**config.mk**
```make
export PLATFORM = sky130hd
export DESIGN_NAME = memory_arbiter
export DESIGN_NICKNAME = d
export VERILOG_FILES = /design/src/rtl/memory_arbiter_pkg.sv /design/src/rtl/memory_arbiter_block_counter.sv /design/src/rtl/memory_arbiter.sv
export SDC_FILE = /design/constraint.sdc
export NUM_CORES = 1
export LEC_CHECK = 0
export CORE_ASPECT_RATIO = 0.6
export CORE_MARGIN = 8
export CORE_UTILIZATION = 36
export CTS_CLUSTER_DIAMETER = 120
export CTS_CLUSTER_SIZE = 12
export DETAILED_ROUTE_END_ITERATION = 10
export HOLD_SLACK_MARGIN = 0.08
export PLACE_DENSITY = 0.79
export SYNTH_ARGS = -nofsm -noshare
export SYNTH_HDL_FRONTEND = slang
export SYNTH_SLANG_ARGS = --single-unit
```
**constraint.sdc**
```tcl
create_clock -name clk -period 1.5 [get_ports clk]
set_clock_uncertainty 0.15 [all_clocks]
set_input_delay 0.225 -clock clk [delete_from_list [all_inputs] [get_ports clk]]
set_output_delay 0.225 -clock clk [all_outputs]
set_load 0.05 [all_outputs]
```
**src/rtl/memory_arbiter_pkg.sv**
```systemverilog
// memory_arbiter shared types: FSM state, owner encoding
// and block geometry defaults for the I/D memory arbiter.
package memory_arbiter_pkg;

  typedef enum logic [1:0] {
    ARB_IDLE  = 2'd0,
    ARB_WRITE = 2'd1,
    ARB_FILL  = 2'd2
  } arb_state_t;

  localparam logic OWN_I = 1'b0;
  localparam logic OWN_D = 1'b1;

  localparam int DEF_WORDS_PER_BLOCK = 8;
  localparam logic [15:0] BLK_MASK =
    ~16'(2 * DEF_WORDS_PER_BLOCK - 1);

endpackage

```
**src/rtl/memory_arbiter_block_counter.sv**
```systemverilog
// arb_block_counter: word counter within a block fill.
// Ports: clk, rst (async low), en, clr -> q, tc (q at max).
module arb_block_counter
  import memory_arbiter_pkg::*;
#(
  parameter int W = 3
) (
  input  logic         clk,
  input  logic         rst,
  input  logic         en,
  input  logic         clr,
  output logic [W-1:0] q,
  output logic         tc
);

  always_ff @(posedge clk or negedge rst) begin
    if (!rst)
      q <= '0;
    else if (clr)
      q <= '0;
    else if (en)
      q <= q + W'(1);
  end

  assign tc = &q;

endmodule

```
**src/rtl/memory_arbiter.sv**
```systemverilog
// memory_arbiter: shares main memory between I and D caches.
// In: I/D requests, main-memory read data. Out: memory ctrl, fill bus, stalls, dones.
module memory_arbiter
  import memory_arbiter_pkg::*;
#(
  parameter int WORDS_PER_BLOCK = DEF_WORDS_PER_BLOCK
) (
  input  logic        clk,
  input  logic        rst,
  input  logic        IReq,
  input  logic [15:0] IAddr,
  input  logic        DReq,
  input  logic        DWrite,
  input  logic [15:0] DAddr,
  input  logic [15:0] DWriteData,
  input  logic [15:0] MainDataOut,
  input  logic        MainDataValid,
  output logic [15:0] MainAddr,
  output logic        MainEnable,
  output logic        MainWrite,
  output logic [15:0] MainDataIn,
  output logic [15:0] MemData,
  output logic [15:0] MemAddress,
  output logic        IMemCacheWriteEnable,
  output logic        DMemCacheWriteEnable,
  output logic        IMemStall,
  output logic        DMemStall,
  output logic        IDone,
  output logic        DDone
);

  localparam int CW =
    (WORDS_PER_BLOCK > 1) ? $clog2(WORDS_PER_BLOCK) : 1;
  localparam logic [15:0] OFS =
    16'(2 * WORDS_PER_BLOCK - 1);

  arb_state_t  state;
  logic        owner;
  logic        issued;
  logic [15:0] base;
  logic [15:0] waddr;
  logic [15:0] wdata;

  logic [CW-1:0] ic;
  logic [CW-1:0] rc;
  logic          ic_tc;
  logic          rc_tc;

  logic is_idle;
  logic is_wr;
  logic is_fill;
  logic issuing;
  logic ret;
  logic last;

  assign is_idle = (state == ARB_IDLE);
  assign is_wr   = (state == ARB_WRITE);
  assign is_fill = (state == ARB_FILL);
  // The 3-bit counter wraps, so a flag marks all issues sent.
  assign issuing = is_fill & ~issued;
  // Returns outside FILL are stale (e.g. after a mid-fill reset).
  assign ret     = is_fill & MainDataValid;
  assign last    = ret & rc_tc;

  arb_block_counter #(.W(CW)) u_issue (
    .clk (clk),
    .rst (rst),
    .en  (issuing),
    .clr (is_idle),
    .q   (ic),
    .tc  (ic_tc)
  );

  arb_block_counter #(.W(CW)) u_ret (
    .clk (clk),
    .rst (rst),
    .en  (ret),
    .clr (is_idle),
    .q   (rc),
    .tc  (rc_tc)
  );

  always_ff @(posedge clk or negedge rst) begin
    if (!rst) begin
      state  <= ARB_IDLE;
      owner  <= OWN_I;
      issued <= 1'b0;
      base   <= '0;
      waddr  <= '0;
      wdata  <= '0;
    end else begin
      unique case (state)
        ARB_IDLE: begin
          issued <= 1'b0;
          // D first: it is older in the pipeline.
          if (DReq) begin
            owner <= OWN_D;
            waddr <= DAddr;
            wdata <= DWriteData;
            base  <= DAddr & ~OFS;
            state <= DWrite ? ARB_WRITE : ARB_FILL;
          end else if (IReq) begin
            owner <= OWN_I;
            base  <= IAddr & ~OFS;
            state <= ARB_FILL;
          end
        end
        ARB_WRITE: state <= ARB_IDLE;
        ARB_FILL: begin
          if (issuing && ic_tc)
            issued <= 1'b1;
          if (last)
            state <= ARB_IDLE;
        end
        default: state <= ARB_IDLE;
      endcase
    end
  end

  logic [15:0] ioff;
  logic [15:0] roff;

  assign ioff = {{(15-CW){1'b0}}, ic, 1'b0};
  assign roff = {{(15-CW){1'b0}}, rc, 1'b0};

  assign MainEnable = issuing | is_wr;
  assign MainWrite  = is_wr;
  assign MainAddr   = is_wr   ? waddr :
                      issuing ? base + ioff : 16'h0;
  assign MainDataIn = is_wr ? wdata : 16'h0;

  assign MemData    = MainDataOut;
  assign MemAddress = base + roff;

  assign IMemCacheWriteEnable = ret & (owner == OWN_I);
  assign DMemCacheWriteEnable = ret & (owner == OWN_D);

  assign IDone = last & (owner == OWN_I);
  assign DDone = is_wr | (last & (owner == OWN_D));

  assign IMemStall = rst &
    ((~is_idle & (owner != OWN_I)) |
     (is_idle & DReq & IReq));
  assign DMemStall = is_fill & (owner == OWN_I);

endmodule

```
==> results.json <==
{
  "power_density_mw_per_mm2": 2340,
  "layout_common_cells": "buf_12 (62), mux2_2 (53), dfrtp_1 (50), clkdlybuf4s50_1 (48), and2_4 (18)",
  "dp_hpwl_um": 6410,
  "diodes": 0,
  "syn_area_per_cell_um2": 12.2,
  "rsz0062_at_grt": "yes",
  "routedWlPerCell_um": 19.7,
  "slew_viol_final": 0,
  "grtUsageMet3_pct": 8.16,
  "grt_use_met2_pct": 27.4,
  "grt_overflow": 0,
  "cp_max_fo": 6,
  "reg2reg_depth": 4,
  "die_w_um": 129,
  "grt_max_degree": 55,
  "clkTransAtPathRegs_ns": 0.07,
  "synth_edf_count": 0,
  "area_growth_pct": 83.2,
  "layout.nets": 408,
  "die_y_um": 83.6,
  "grt_use_total_pct": 16.6,
  "vias_per_cell": 4.88,
  "power.total_mw": 11.7,
  "cp-start-kind": "flip-flop",
  "violations": "negative setup slack",
  "cts.path.max_buffers": 2,
  "synth_ff_type": "dfrtp_1",
  "fin_crit_ns": 1.89,
  "max-vdd-ir-drop_uv": 908,
  "syn_area_mm2": 0.00274,
  "num_vias": 2142,
  "synth_top_area_share_pct": 49.3,
  "finalSetupViolations": 84,
  "status": "finished, violations left",
  "gp_congestion": 0.746,
  "cts_buffers": 5,
  "ioPinCount": 142,
  "cp-end-kind": "output port",
  "syn_nets": 298,
  "initial_utilization_pct": 37.4,
  "ys_seq_area_share_pct": 49.3,
  "firstDrtPassIters": 4,
  "dp_slack_ns": -0.441,
  "die_area_mm2": 0.0107,
  "final_common_cell": "buf_12",
  "drc": 0,
  "synth.area.top_cells": "dfrtp_1 (49%), mux2_2 (22%), buf_4 (5.2%), a22o_1 (5.1%), and2_1 (4.6%)",
  "finalHoldViolCount": 0,
  "whs_path_depth": 0,
  "grt_pass1_vias": 2513,
  "final_layout_size_suffix_gt1_share_pct": 57.9,
  "postRouteAntennaNets": 0,
  "use_met1_pct": 19.1,
  "fin_setup_tns_ns": -22.82,
  "worstPathArrival_ns": 1.51,
  "grt_pass1_wl_um": 14000,
  "cp.required_ns": 1.12,
  "period_share_pct": 126,
  "antenna_found_initial": 0,
  "insertion_delay_ns": 0.29,
  "yosysTopAreaCell": "dfrtp_1",
  "max_freq_ghz": 0.529,
  "min_path_type": "input port to output port",
  "clock-sinks": 54,
  "ys_ff_latch": 54,
  "drt_iter0_markers": 72,
  "power.leakage_nw": 2.17,
  "synthArstFlopShare_pct": 100,
  "drv_cap": 0,
  "cts_root_buf": "clkbuf_16",
  "row_count": 24,
  "syn_inst": 224,
  "final_core_util_pct": 68.5,
  "busiest_layer": "met2",
  "io_buffer_count": 104,
  "htree_num_levels": 2,
  "yosys_warnings": 0,
  "coreArea_mm2": 0.00733,
  "timing.final.ws_setup_ns": -0.390,
  "cts_tree": "done",
  "totalWireLength_um": 8630,
  "worst-setup-path-type": "flip-flop to output port",
  "ys_types": 28
}
-- metal layers --
| metal | vias to the layer above | wire [um] |
|---|---|---|
| li1 | 988 | - |
| met1 | 1070 | 3540 |
| met2 | 76 | 4140 |
| met3 | 8 | 892 |
| met4 | 0 | 55 |
| met5 | - | 0 |
-- stage by stage --
step	hold WS, ns	instances	instance area, um2
6_report	0.300	439	5020
4_1_cts	0.300	439	5020
3_5_place_dp	0.129	427	4740
3_3_place_gp	0.127	427	4740
2_1_floorplan	-0.221	224	2980
5_1_grt	0.300	439	5020
-- worst paths after layout --
path	start	endpoint	slack, ns
worst max-delay path	state[1]	MainAddr[15]	-0.39
worst min-delay path	MainDataOut[4]	MemData[4]	0.30
worst max register to register	state[0]	wdata[7]	-0.28
worst min register to register	wdata[11]	wdata[11]	0.34
max in group asynchronous	rst	u_ret.q[1]	0.56
min in group asynchronous	rst	base[5]	0.38
-- logic make-up after synthesis --
logic type                 count (synthesis)  share of synthesized area, %
AOI/OAI and AO/OA                         29                          8.13
buffers and inverters                     31                          7.86
adders and majority gates                  4                          1.83
muxes                                     57                          23.4
other                                      1                         0.137
and+or+nand+nor                           48                          9.27
DFF                                       54                          49.3
-- synthesized netlist by cell type (2+ instances only) --
library cell	number
a21o_1	2
a21oi_1	2
a22o_1	16
and2_1	20
buf_2	4
buf_4	19
buf_6	3
clkbuf_1	4
dfrtp_1	54
ha_1	4
mux2_1	4
mux2_2	53
nand2_1	9
nand3_1	5
nor2_1	7
nor2b_1	2
o21ai_0	5
-- report_power, final --
group | switching (mW) | total [mW] | internal (mW)
Sequential | 0.661 | 2.85 | 2.19
Combinational | 3.59 | 7.57 | 3.98
Clock | 0.508 | 1.30 | 0.790
-- state kept, by name, indices dropped and copies added (netlist names) --
name and count:
base 12, wdata 16, issued 1, owner 1
waddr 16, u_ret.q 3, u_issue.q 3, state 2
-- critical path, stage by stage (launching register included) --
cell and delay, ns:
dfrtp_1 0.39, buf_6 0.14, nor2_4 0.16, buf_4 0.21, a22o_2 0.18, buf_12 0.13
-- timing repair --
action | in CTS | in global routing
hold endpoints to repair | 54 | 0
resized for setup | 14 | 2
pin swaps | 7 | 2
gates cloned | 1 | 0
setup endpoints to repair | 84 | 86
hold buffers | 1 | 0
buffers inserted | 2 | 3
-- final cells by class --
type	instances	area (um2)
Fill cell	524	2310
Timing Repair Buffer	133	1940
Multi-Input combinational cell	139	1430
Sequential cell	54	1360
Clock buffer	7	133
Tap cell	104	130
Clock inverter	1	30.0
Inverter	1	3.75
No activity file was read; power rests on OpenSTA's default activity.
